==> config.mk <==
export PLATFORM = sky130hd
export DESIGN_NAME = vend_credit_controller_flat
export DESIGN_NICKNAME = d
export VERILOG_FILES = /design/src/rtl/vend_credit_if.sv /design/src/rtl/vend_credit_controller.sv /design/src/flat_wrapper.sv
export SDC_FILE = /design/constraint.sdc
export NUM_CORES = 1
export LEC_CHECK = 0
export CORE_AREA = 3 3 45 47
export DETAILED_ROUTE_END_ITERATION = 7
export DIE_AREA = 0 0 48 50
export GPL_TIMING_DRIVEN = 0
export HOLD_SLACK_MARGIN = 0.03
export PLACE_DENSITY = 0.79
export SLEW_MARGIN = 20
export SYNTH_ARGS = -nofsm -noshare
export SYNTH_HDL_FRONTEND = slang
export SYNTH_SLANG_ARGS = --single-unit
export TNS_END_PERCENT = 100
==> constraint.sdc <==
create_clock -name clk -period 3.1 [get_ports clk]
set_input_delay 0.465 -clock clk [delete_from_list [all_inputs] [get_ports clk]]
set_output_delay 0.465 -clock clk [all_outputs]
set_load 0.02 [all_outputs]
==> src/rtl/vend_credit_if.sv <==
// vend_credit_if: strobe inputs and registered status outputs of the credit controller
interface vend_credit_if #(
  parameter int CREDIT_W = 3
);
  logic                coin_valid;
  logic [1:0]          coin_val;
  logic                sel_valid;
  logic [1:0]          sel;
  logic                refund_req;
  logic [CREDIT_W-1:0] credit;
  logic                busy;
  logic                dispense;
  logic [1:0]          item;
  logic                change_pulse;
  logic                coin_reject;
  logic                short_flag;
  modport master (
    output coin_valid, coin_val, sel_valid, sel, refund_req,
    input  credit, busy, dispense, item, change_pulse, coin_reject, short_flag
  );
  modport slave (
    input  coin_valid, coin_val, sel_valid, sel, refund_req,
    output credit, busy, dispense, item, change_pulse, coin_reject, short_flag
  );
endinterface

==> src/rtl/vend_credit_controller.sv <==
// vend_credit_controller: credit accumulation, purchase and timed change payout
module vend_credit_controller #(
  parameter int CREDIT_W   = 3,
  parameter int MAX_CREDIT = 7,
  parameter int PRICE0     = 3,
  parameter int PRICE1     = 4,
  parameter int PRICE2     = 5,
  parameter int PRICE3     = 6
) (
  input logic         clk,
  input logic         reset,
  vend_credit_if.slave bus
);
  typedef enum logic {IDLE, CHANGE} state_t;
  state_t              state_q, state_d;
  logic [CREDIT_W-1:0] credit_q, credit_d;
  logic                phase_q, phase_d;
  logic                dispense_q, dispense_d;
  logic [1:0]          item_q, item_d;
  logic                pulse_q, pulse_d;
  logic                reject_q, reject_d;
  logic                short_q, short_d;
  logic [CREDIT_W:0]   price, sum, rem;
  logic                idle, coin_nz, act_ref, act_sel, act_coin, can_buy, sum_ok;
  assign price    = bus.sel == 2'd0 ? (CREDIT_W+1)'(PRICE0) :
                    bus.sel == 2'd1 ? (CREDIT_W+1)'(PRICE1) :
                    bus.sel == 2'd2 ? (CREDIT_W+1)'(PRICE2) : (CREDIT_W+1)'(PRICE3);
  // sum is one bit wider so an overflowing coin is rejected instead of wrapping
  assign sum      = {1'b0, credit_q} + (CREDIT_W+1)'(bus.coin_val);
  assign rem      = {1'b0, credit_q} - price;
  assign can_buy  = {1'b0, credit_q} >= price;
  assign sum_ok   = sum <= (CREDIT_W+1)'(MAX_CREDIT);
  assign idle     = state_q == IDLE;
  assign coin_nz  = bus.coin_valid && bus.coin_val != 2'd0;
  assign act_ref  = idle && bus.refund_req;
  assign act_sel  = idle && !bus.refund_req && bus.sel_valid;
  assign act_coin = idle && !bus.refund_req && !bus.sel_valid && coin_nz;
  always_ff @(posedge clk) begin
    if (reset) begin
      state_q    <= IDLE;
      credit_q   <= '0;
      phase_q    <= 1'b0;
      dispense_q <= 1'b0;
      item_q     <= 2'd0;
      pulse_q    <= 1'b0;
      reject_q   <= 1'b0;
      short_q    <= 1'b0;
    end else begin
      state_q    <= state_d;
      credit_q   <= credit_d;
      phase_q    <= phase_d;
      dispense_q <= dispense_d;
      item_q     <= item_d;
      pulse_q    <= pulse_d;
      reject_q   <= reject_d;
      short_q    <= short_d;
    end
  end
  always_comb begin
    state_d  = state_q;
    credit_d = credit_q;
    phase_d  = phase_q;
    if (idle) begin
      if (act_ref && credit_q != '0) begin
        state_d = CHANGE;
        phase_d = 1'b0;
      end
      if (act_sel && can_buy) begin
        credit_d = rem[CREDIT_W-1:0];
        phase_d  = 1'b0;
        state_d  = rem != '0 ? CHANGE : IDLE;
      end
      if (act_coin && sum_ok) credit_d = sum[CREDIT_W-1:0];
    end else if (!phase_q) begin
      credit_d = credit_q - CREDIT_W'(1);
      phase_d  = 1'b1;
    end else begin
      phase_d = 1'b0;
      state_d = credit_q == '0 ? IDLE : CHANGE;
    end
  end
  always_comb begin
    dispense_d = act_sel && can_buy;
    item_d     = dispense_d ? bus.sel : 2'd0;
    short_d    = act_sel && !can_buy;
    pulse_d    = !idle && !phase_q;
    reject_d   = coin_nz && (!idle || bus.refund_req || bus.sel_valid || !sum_ok);
  end
  assign bus.credit       = credit_q;
  assign bus.busy         = state_q == CHANGE;
  assign bus.dispense     = dispense_q;
  assign bus.item         = item_q;
  assign bus.change_pulse = pulse_q;
  assign bus.coin_reject  = reject_q;
  assign bus.short_flag   = short_q;
endmodule

==> src/flat_wrapper.sv <==
// flat-port wrapper written by rule: the top's interface ports become plain ports
module vend_credit_controller_flat 
#(
  parameter int CREDIT_W   = 3,
  parameter int MAX_CREDIT = 7,
  parameter int PRICE0     = 3,
  parameter int PRICE1     = 4,
  parameter int PRICE2     = 5,
  parameter int PRICE3     = 6
)
  (clk, reset, bus_coin_valid, bus_coin_val, bus_sel_valid, bus_sel, bus_refund_req, bus_credit, bus_busy, bus_dispense, bus_item, bus_change_pulse, bus_coin_reject, bus_short_flag);
  vend_credit_if #(.CREDIT_W(CREDIT_W)) bus_i ();
  input logic clk;
  input logic reset;
  input wire logic [$bits(bus_i.coin_valid)-1:0] bus_coin_valid;
  input wire logic [$bits(bus_i.coin_val)-1:0] bus_coin_val;
  input wire logic [$bits(bus_i.sel_valid)-1:0] bus_sel_valid;
  input wire logic [$bits(bus_i.sel)-1:0] bus_sel;
  input wire logic [$bits(bus_i.refund_req)-1:0] bus_refund_req;
  output wire logic [$bits(bus_i.credit)-1:0] bus_credit;
  output wire logic [$bits(bus_i.busy)-1:0] bus_busy;
  output wire logic [$bits(bus_i.dispense)-1:0] bus_dispense;
  output wire logic [$bits(bus_i.item)-1:0] bus_item;
  output wire logic [$bits(bus_i.change_pulse)-1:0] bus_change_pulse;
  output wire logic [$bits(bus_i.coin_reject)-1:0] bus_coin_reject;
  output wire logic [$bits(bus_i.short_flag)-1:0] bus_short_flag;
  assign bus_i.coin_valid = bus_coin_valid;
  assign bus_i.coin_val = bus_coin_val;
  assign bus_i.sel_valid = bus_sel_valid;
  assign bus_i.sel = bus_sel;
  assign bus_i.refund_req = bus_refund_req;
  assign bus_credit = bus_i.credit;
  assign bus_busy = bus_i.busy;
  assign bus_dispense = bus_i.dispense;
  assign bus_item = bus_i.item;
  assign bus_change_pulse = bus_i.change_pulse;
  assign bus_coin_reject = bus_i.coin_reject;
  assign bus_short_flag = bus_i.short_flag;
  vend_credit_controller #(.CREDIT_W(CREDIT_W), .MAX_CREDIT(MAX_CREDIT), .PRICE0(PRICE0), .PRICE1(PRICE1), .PRICE2(PRICE2), .PRICE3(PRICE3)) u_core (.clk(clk), .reset(reset), .bus(bus_i));
endmodule
==> qor.yml <==
timing:
  slew_viol_final: 0
  finalSetupTns_ns: 0
  fin_crit_ns: 2.89
  fin_ws_ns: 0.212
  fin_skew_ns: 0.00417
  rsz0062_at_grt: "false"
  worstMarginPinSlew_ns: 0.372
  max_freq_mhz: 346
  setup_viol: 0
  relSlewSlack_pct: 75.0
  hold_viol_final: 0
  post-route-period-util_pct: 93.2
finish:
  finish.utilization_pct: 59.6
  finalNetCount: 130
  fill_cells: 156
  diodes: 0
  synthToLayoutAreaGrowth_pct: 28.8
  finalNonFillerCells: 125
  drive_gt1_share_pct: 12.0
global_route:
  grt_pass1_wl_um: 2940
  antenna_found_initial: 0
  track_usage_pct: 17.6
  met2_usage_pct: 26.4
  grt_pass1_vias: 714
  grt.met1_usage_pct: 20.3
  top_usage_layer: "met2"
  grt_max_degree: 10
  met3_usage_pct: 6.93
  gr-total-overflow: 0
die:
  core_sq_um: 1690
  pin_count: 19
  die_h_um: 50
  rows: 15
  die_w_um: 48
  dieArea_sq_um: 2400
  start_util_pct: 46.3
detailed_routing:
  route.detailed.drc: 0
  ant_nets: 0
  via_per_inst: 5.70
  drt_iter0_markers: 16
  routed_wl_um: 1690
  num_vias: 713
  dr.pass1.iters: 4
  avgRoutedWirePerCell_um: 13.5
setup_path:
  startpoint_type: "input pin"
  arrival_ns: 3.09
  critPathMaxFanout: 4
  setup.worst_path.class: "in -> reg"
  worstPathRequired_ns: 3.30
  critPathCaptureType: "register"
clock_tree:
  cts_tree: "built"
  cts-root-buf: "clkbuf_4"
  numCtsBuffers: 3
  hold_buffers: 0
  cts.htree.levels: 1
  cts_buffer_depth: 2
  clock_latency_ns: 0.28
  clkSlewWorstSetupHoldPaths_ns: 0.07
  numClockSinks: 11
place:
  place_worst_setup_slack_ns: -0.118
  port_buffers: 17
  dpl.hpwl_um: 1350
  place_congestion: 0.862
  dp.cells: 120
synthesis:
  synth_cell_type_count: 31
  syn_area_sq_um: 782
  yosysWarnings: 0
  syn_inst: 86
  synth-seq-cells: 11
  seq_area_frac_synth_pct: 28.2
  syn_avg_cell_area_sq_um: 9.09
  syn-num-nets: 107
power_and_ir_drop:
  irDropWorstVdd_uv: 452
  p_leak_nw: 0.418
  power.density_nw_per_um2: 869
hold_path:
  hold_path.class: "reg -> reg"
flow_run:
  cap_violations: 0
status:
  status: "finished clean"
power by group:
group,internal [W],switching (W),total (W)
Combinational,0.000253,0.000292,0.000545
Clock,0.0000501,0.0000538,0.000104
Sequential,0.000181,0.0000455,0.000226
worst paths after layout:
check,start,end,slack (ns),cells past startpoint
worst max-delay path,bus_sel[0],u_core.bus.credit[0]$_SDFFE_PP0P_,0.21,13
worst min-delay path,u_core.phase_q$_SDFFE_PP0P_,u_core.phase_q$_SDFFE_PP0P_,0.51,2
worst max register to register,u_core.bus.credit[0]$_SDFFE_PP0P_,u_core.bus.credit[1]$_SDFFE_PP0P_,0.89,9
worst min register to register,u_core.phase_q$_SDFFE_PP0P_,u_core.phase_q$_SDFFE_PP0P_,0.51,2
Yosys cell counts (all sizes together):
library cell	instances	area [sq um]
clkbuf	1	3.75
ha	9	113
xor2	1	8.76
or2	1	6.26
fa	3	60.1
a31o	2	17.5
nand3b	2	15.0
a311oi	2	17.5
nor2b	2	12.5
a41o	1	10.0
dfxtp	11	220
a211oi	1	12.5
a21oi	8	43.8
nand3	6	30.0
inv	10	37.5
nor3	1	5.00
nand2b	1	8.76
o32ai	1	8.76
and2	2	12.5
nand2	2	7.51
and3	2	12.5
nor2	5	35.0
o21ai	5	25.0
o21a	1	8.76
buf	2	22.5
o211ai	2	15.0
a31oi	2	12.5
stage by stage:
stage          instance area [sq um]  total power [W]  hold slack [ns]
2_1_floorplan                    782         0.000596            0.461
3_3_place_gp                     973         0.000737            0.478
3_5_place_dp                     973         0.000760            0.499
4_1_cts                         1000         0.000864            0.513
5_1_grt                         1010         0.000950            0.545
6_report                        1010         0.000875            0.511
critical path, stage by stage:
cell and delay [ns]:
clkdlybuf4s50_1 0.46, inv_1 0.06, ha_1 0.23, or2_2 0.28, ha_1 0.21, fa_1 0.36, inv_1 0.07, fa_1 0.15
a31o_1 0.14, nand3_1 0.12, o211ai_1 0.19, o21ai_0 0.13, a311oi_1 0.20
layout make-up:
type / instances / area [sq um] / area share (%)
Multi-Input combinational cell: 62 / 498 / 49.4
Sequential cell: 11 / 220 / 21.9
Timing Repair Buffer: 18 / 178 / 17.6
Inverter: 10 / 37.5 / 3.73
Clock buffer: 4 / 26.3 / 2.61
Buffer: 3 / 26.3 / 2.61
Tap cell: 17 / 21.3 / 2.11
sequential cells by signal (all words and copies together) (netlist names):
signal / count
u_core.bus.busy: 1
u_core.bus.change_pulse: 1
u_core.bus.coin_reject: 1
u_core.bus.credit: 3
u_core.bus.dispense: 1
u_core.bus.item: 2
u_core.bus.short_flag: 1
u_core.phase_q: 1
metal layers:
layer / share of wire [%] / vias up
li1: - / 348
met5: 0 / -
met3: 5.9 / 6
met2: 50 / 26
met4: 3.4 / 0
met1: 41 / 333
cell families after synthesis:
| kind of cell | share of synthesized area (%) |
|---|---|
| buf+inv | 8.16 |
| compound gates | 21.9 |
| flops | 28.2 |
| fa+ha+maj | 22.1 |
| simple gates | 18.6 |
| xor+xnor | 1.12 |
cells in the final DEF, fill, tap and decap left out, drive strengths merged, types with 2 or more instances in the layout:
cell	Yosys	routed
inv	10	10
o21ai	5	5
a31o	2	2
and2	2	2
clkdlybuf4s50	0	17
ha	9	9
o211ai	2	2
dfxtp	11	11
clkbuf	1	5
a21oi	8	8
and3	2	2
fa	3	3
a31oi	2	2
nor2b	2	2
nand3b	2	2
a311oi	2	2
nand3	6	6
nand2	2	2
buf	2	3
nor2	5	5
repair_timing:
action / in CTS / in global routing
gates resized for setup: 0 / 0
endpoints found under the setup margin: 0 / 1
endpoints found under the hold margin: 0 / 0
buffers inserted: 0 / 1
(Power assumes the default switching activity.)
